### config.mk
export PLATFORM = sky130hd
export DESIGN_NAME = elastic_pipeline
export DESIGN_NICKNAME = d
export VERILOG_FILES = /design/src/rtl/elastic_pipeline.sv
export SDC_FILE = /design/constraint.sdc
export NUM_CORES = 1
export LEC_CHECK = 0
export ABC_AREA = 1
export BUFFER_PORTS_ARGS = -buffer_cell sky130_fd_sc_hd__buf_4
export CAP_MARGIN = 20
export CORE_ASPECT_RATIO = 2
export CORE_MARGIN = 1
export CORE_UTILIZATION = 33
export DETAILED_ROUTE_END_ITERATION = 10
export PLACE_DENSITY = 0.52
export SLEW_MARGIN = 20
export SYNTH_ARGS = -nofsm -noshare
export SYNTH_HDL_FRONTEND = slang
export SYNTH_SLANG_ARGS = --single-unit
### constraint.sdc
create_clock -name clock -period 10.93 [get_ports clock]
set_input_delay 3.279 -clock clock [delete_from_list [all_inputs] [get_ports clock]]
set_output_delay 3.279 -clock clock [all_outputs]
set_load 0.05 [all_outputs]
### src/rtl/elastic_pipeline.sv
// ----------------------------------------------------------------------------
// elastic_pipeline
//   DEPTH-stage valid/ready register pipeline. A stage is free when it is empty
//   or when the stage below it is free, so an empty stage always accepts from
//   upstream. This is how bubbles collapse under back-pressure. The pipeline
//   keeps full throughput when out_ready is held high.
//
// Parameters
//   WIDTH  payload bits per stage (1..1024)
//   DEPTH  number of register stages (1..16)
//
// Ports
//   clock         rising-edge clock
//   reset         asynchronous, active-high; clears valid, data and counters
//   flush         synchronous discard of all stage valid bits
//   in_valid      producer offers in_data
//   in_ready      stage 0 free, not flushing, not in reset
//   in_data       payload in
//   out_valid     last stage holds a payload
//   out_ready     consumer takes out_data
//   out_data      last-stage payload
//   occupancy     registered count of valid stages
//   stall_cycles  saturating count of edges with out_valid && !out_ready
//                 (only when ELASTIC_PIPELINE_STATS_EN is defined)
// ----------------------------------------------------------------------------
module elastic_pipeline #(
    parameter int unsigned WIDTH = 96,
    parameter int unsigned DEPTH = 2
) (
    input  logic                       clock,
    input  logic                       reset,
    input  logic                       flush,
    input  logic                       in_valid,
    output logic                       in_ready,
    input  logic [WIDTH-1:0]           in_data,
    output logic                       out_valid,
    input  logic                       out_ready,
    output logic [WIDTH-1:0]           out_data,
    output logic [$clog2(DEPTH+1)-1:0] occupancy
`ifdef ELASTIC_PIPELINE_STATS_EN
    ,
    output logic [31:0]                stall_cycles
`endif
);

    localparam int unsigned OCC_W = $clog2(DEPTH + 1);

    if (WIDTH < 1 || WIDTH > 1024) begin : g_width_chk
        $error("elastic_pipeline: WIDTH out of range 1..1024");
    end
    if (DEPTH < 1 || DEPTH > 16) begin : g_depth_chk
        $error("elastic_pipeline: DEPTH out of range 1..16");
    end

    logic [DEPTH-1:0] r_valid;
    logic [WIDTH-1:0] r_data [DEPTH];
    logic [OCC_W-1:0] r_occupancy;

    logic [DEPTH-1:0] w_free;
    logic [DEPTH-1:0] w_valid_next;
    logic [OCC_W-1:0] w_occ_next;
    logic             w_in_fire;

    // The free chain ripples from the output back toward the input. As a
    // result, in_ready depends combinationally on out_ready.
    always_comb begin
        w_free            = '0;
        w_free[DEPTH-1]   = !r_valid[DEPTH-1] || out_ready;
        for (int unsigned i = 1; i < DEPTH; i++) begin
            w_free[DEPTH-1-i] = !r_valid[DEPTH-1-i] || w_free[DEPTH-i];
        end
    end

    assign in_ready  = w_free[0] && !flush && !reset;
    assign w_in_fire = in_valid && in_ready;

    always_comb begin
        w_valid_next    = r_valid;
        w_valid_next[0] = w_free[0] ? w_in_fire : r_valid[0];
        for (int unsigned i = 1; i < DEPTH; i++) begin
            if (w_free[i]) begin
                w_valid_next[i] = r_valid[i-1];
            end
        end
        if (flush) begin
            w_valid_next = '0;
        end
    end

    // occupancy is registered from the next-state valid bits. This keeps it
    // exactly aligned with r_valid and avoids a popcount on the output path.
    always_comb begin
        w_occ_next = '0;
        for (int unsigned i = 0; i < DEPTH; i++) begin
            w_occ_next = w_occ_next + OCC_W'(w_valid_next[i]);
        end
    end

    always_ff @(posedge clock or posedge reset) begin
        if (reset) begin
            r_valid     <= '0;
            r_occupancy <= '0;
        end else begin
            r_valid     <= w_valid_next;
            r_occupancy <= w_occ_next;
        end
    end

    // Data registers follow the load condition only. flush leaves them alone.
    always_ff @(posedge clock or posedge reset) begin
        if (reset) begin
            for (int unsigned i = 0; i < DEPTH; i++) begin
                r_data[i] <= '0;
            end
        end else begin
            if (w_free[0]) begin
                r_data[0] <= in_data;
            end
            for (int unsigned i = 1; i < DEPTH; i++) begin
                if (w_free[i]) begin
                    r_data[i] <= r_data[i-1];
                end
            end
        end
    end

    assign out_valid = r_valid[DEPTH-1];
    assign out_data  = r_data[DEPTH-1];
    assign occupancy = r_occupancy;

`ifdef ELASTIC_PIPELINE_STATS_EN
    logic [31:0] r_stall_cycles;

    always_ff @(posedge clock or posedge reset) begin
        if (reset) begin
            r_stall_cycles <= '0;
        end else if (r_valid[DEPTH-1] && !out_ready && (r_stall_cycles != '1)) begin
            r_stall_cycles <= r_stall_cycles + 32'd1;
        end
    end

    assign stall_cycles = r_stall_cycles;
`endif

endmodule

# Word level (Yosys, flattened, before mapping)
# Index checks and enable logic that the tools add are counted.
# op_classes
add_sub_neg,1
mux,3
reduce_logical,9
# op_table
cell,n
$logic_not A1 Y1,4
$logic_and A1 B1 Y1,3
$add A1 B1 Y2,1
$logic_or A1 B1 Y1,2
$mux W1,2
$mux W2,1
# word_totals
regBits,196
output_inout_bits,100
word_cells,17

# Longest topological paths before layout
# logic_depth
word_depth,9
mapped_depth,6
mapped_depth_nobuf,4

# Least setup slack after synthesis
# OpenSTA, ideal clock, no wires.
# synth_path
path_kind,in2out
start,input out_ready
end,output in_ready
t_arrival_ps,4059
t_required_ps,7651
path_slack_ps,3592
cell_stages,6
cell_sequence,inv_2 nand3_2 buf_4 buf_6 nand2_1 inv_1
# synth_via
elab_chain_len,4
# synth_rtl
element,line_no,source
from (decl),37,"input logic out_ready,"
$logic_or A1 B1 Y1,68,w_free[DEPTH-1] = !r_valid[DEPTH-1] || out_ready;
$logic_or A1 B1 Y1,70,w_free[DEPTH-1-i] = !r_valid[DEPTH-1-i] || w_free[DEPTH-i];
$logic_and A1 B1 Y1 (2 in series),74,assign in_ready = w_free[0] && !flush && !reset;
to (decl),34,"output logic in_ready,"
# No other way between the ends.

# Worst setup path after layout
# Ends and elaborated chain as after synthesis.

==> flow_metrics.py <==
metrics = {
    "die": {
        "core_area_sq_um": 25700,
        "ioPinCount": 201,
        "num_rows": 83,
        "die_x_um": 116,
        "die_h_um": 230,
        "start_util_pct": 33.6,
        "die_area_sq_um": 26800,
    },
    "route": {
        "via_per_inst": 4.79,
        "route.detailed.drc": 0,
        "firstDrtPassIters": 4,
        "drt-met1-wl_um": 9340,
        "wl_met2_um": 11800,
        "wl_um": 22400,
        "top_layer_used": "met4",
        "postRouteAntennaNets": 0,
        "wl_per_cell_um": 16.4,
        "wl_met3_um": 885,
        "drt-initial-drc-count": 420,
        "vias": 6549,
    },
    "power_and_ir_drop": {
        "p_leak_nw": 5.26,
        "p_per_area_nw_per_um2": 166,
        "vdd_drop_max_uv": 114,
    },
    "setup_path": {
        "slowest_delay_ns": 0.51,
        "path_class": "in2out",
        "crit_path_start_kind": "input port",
        "rr_worst_depth": 4,
        "end_kind": "output pin",
        "path_cells": "buf_4 > inv_6 > nand3_4 > nand2_1 > inv_1 > buf_4",
        "cp.required_ns": 7.65,
        "cp_slowest_cell": "inv_6",
        "worst_ep_arrival_time_ns": 4.34,
        "path_common_cell": "buf_4",
        "worstPathMaxFanout": 97,
    },
    "layout": {
        "seqCellArea_sq_um": 4910,
        "finalInstanceArea_sq_um": 10200,
        "multiInputGateArea_sq_um": 2590,
        "syn_to_final_growth_pct": 18.1,
        "mostFrequentLayoutCells": "nand2_1, buf_4, dfrtp_1",
        "final_util_pct": 39.6,
        "layout_commonest_cell": "nand2_1",
        "nets": 1116,
        "drive_gt1_share_pct": 23.9,
        "n_fill_cell": 2704,
    },
    "clocking": {
        "insertion_delay_ns": 0.45,
        "path_clk_slew_ns": 0.07,
        "cts_buffer_depth": 2,
        "htreeDepth": 4,
        "clock-sinks": 196,
        "cts_tree": "yes",
        "postCtsSetupBuffers": 0,
        "root_buffer": "clkbuf_16",
        "cts_made_buffers": 17,
        "hold_buffers": 0,
        "post_cts_resized": 0,
    },
    "sta": {
        "max_freq_mhz": 131,
        "slew_violations": 0,
        "slew_headroom_pct": 27.9,
        "final_hold_viol_count": 0,
        "finalSetupTns_ns": 0,
        "period_minus_slack_ns": 7.62,
        "finalCritPeriodShare_pct": 69.7,
        "holdWs_ns": 0.466,
        "worst_slew_pin_slew_ns": 1.08,
        "finClkSkew_ns": 0.00949,
        "setup_violations": 0,
        "rsz0062_at_grt": "false",
    },
    "global_routing": {
        "grt_max_degree": 140,
        "grt_pass1_wl_um": 35400,
        "grt_use_total_pct": 17.5,
        "antenna_found_initial": 1,
        "grt_pass1_vias": 6330,
        "grt_overflow": 0,
    },
    "hold_path": {
        "hold_path_class": "reg2reg",
        "min_delay_path_depth": 2,
    },
    "placement": {
        "port-buffer-count": 200,
        "dpl.hpwl_um": 12700,
        "gp_congestion": 0.724,
        "dpl_cell_area_sq_um": 9530,
    },
    "logic_synthesis": {
        "syn_area_sq_um": 8610,
        "synth_cell_types": 16,
        "synthesis.nets": 1058,
        "seq_area_frac_synth_pct": 57.0,
        "yosysWarnings": 0,
        "ys_ff_latch": 196,
        "avgSynthCellArea_sq_um": 9.01,
        "syn_inst": 956,
    },
    "run_status": {
        "status": "finished, final reports clean",
    },
    "flow_run": {
        "max_cap_viol_count": 0,
    },
}
## routing by layer
| layer | up-vias | global-route usage, % |
|---|---|---|
| li1 | 3144 | - |
| met1 | 3221 | 21.4 |
| met2 | 163 | 29.3 |
| met3 | 21 | 3.91 |
| met4 | 0 | 6.77 |
| met5 | - | 0 |
## critical path: cells and delay by family
kind | cells | cell delay [ns]
buffers and inverters | 4 | 0.85
AND/OR/NAND/NOR | 2 | 0.20
## cell usage after synthesis
master      n  area share (%)
nand4_1    97             7.0
ha_1        1            0.15
nor2_1      1           0.044
nand2_2     1           0.073
nand3_2     1            0.12
clkbuf_1   14            0.61
nand3_1    96             5.6
a21oi_1     1           0.058
buf_4     105             9.2
dfrtp_1   196              57
inv_2       1           0.044
buf_6       3            0.39
buf_1       4            0.17
nand2_1   387              17
buf_2      44             2.6
inv_1       4            0.17
## power breakdown
part / leakage, nW / internal, mW / switching [mW]
sequential: 2.30 / 0.771 / 0.0346
clock: 0.277 / 0.343 / 0.286
combinational: 2.69 / 0.0783 / 0.174
## cells by family (layout without fill, tap and decap cells)
logic type | count (synthesis) | in the layout | share of synthesized area (%)
buf+inv | 175 | 246 | 13.1
other cells | 0 | 1 | 0
simple gates | 583 | 583 | 29.7
fa+ha+maj | 1 | 1 | 0.145
flops | 196 | 196 | 57.0
compound gates | 1 | 1 | 0.0581
## area by class of cell
class                      instances  area share, %
antenna                            1         0.0246
multi-input combinational        585           25.5
inverter                           5          0.308
tap                              340           4.18
timing repair buffer             209           16.0
clock buffer                      20           4.39
clock inverter                    12           1.27
sequential                       196           48.3
## state kept, by name, summed over array words and instances, names as in the netlist
signal / flops
occupancy: 2
out_data: 96
r_data: 96
r_valid: 2
## through the flow
step | total power [mW] | setup WS (ns) | instances
after floorplan | 1.01 | 2.31 | 956
after global placement | 1.07 | 3.27 | 1332
after detailed placement | 1.07 | 3.28 | 1333
after CTS | 1.71 | 3.28 | 1365
after global routing | 1.76 | 3.20 | 1368
final | 1.69 | 3.31 | 1368
## worst paths after layout
check / slack (ns) / startpoint / to
max: 3.31 / out_ready / in_ready
min: 0.47 / r_data[182]$_DFFE_PP0N_ / out_data[86]$_DFFE_PP0P_
max reg2reg: 8.37 / r_valid[1]$_DFF_PP0_ / out_data[0]$_DFFE_PP0P_
min reg2reg: 0.47 / r_data[182]$_DFFE_PP0N_ / out_data[86]$_DFFE_PP0P_
max in group asynchronous: 6.46 / reset / r_data[124]$_DFFE_PP0N_
min in group asynchronous: 2.91 / reset / occupancy[0]$_DFF_PP0_
No activity file was read; power rests on OpenSTA's default activity.
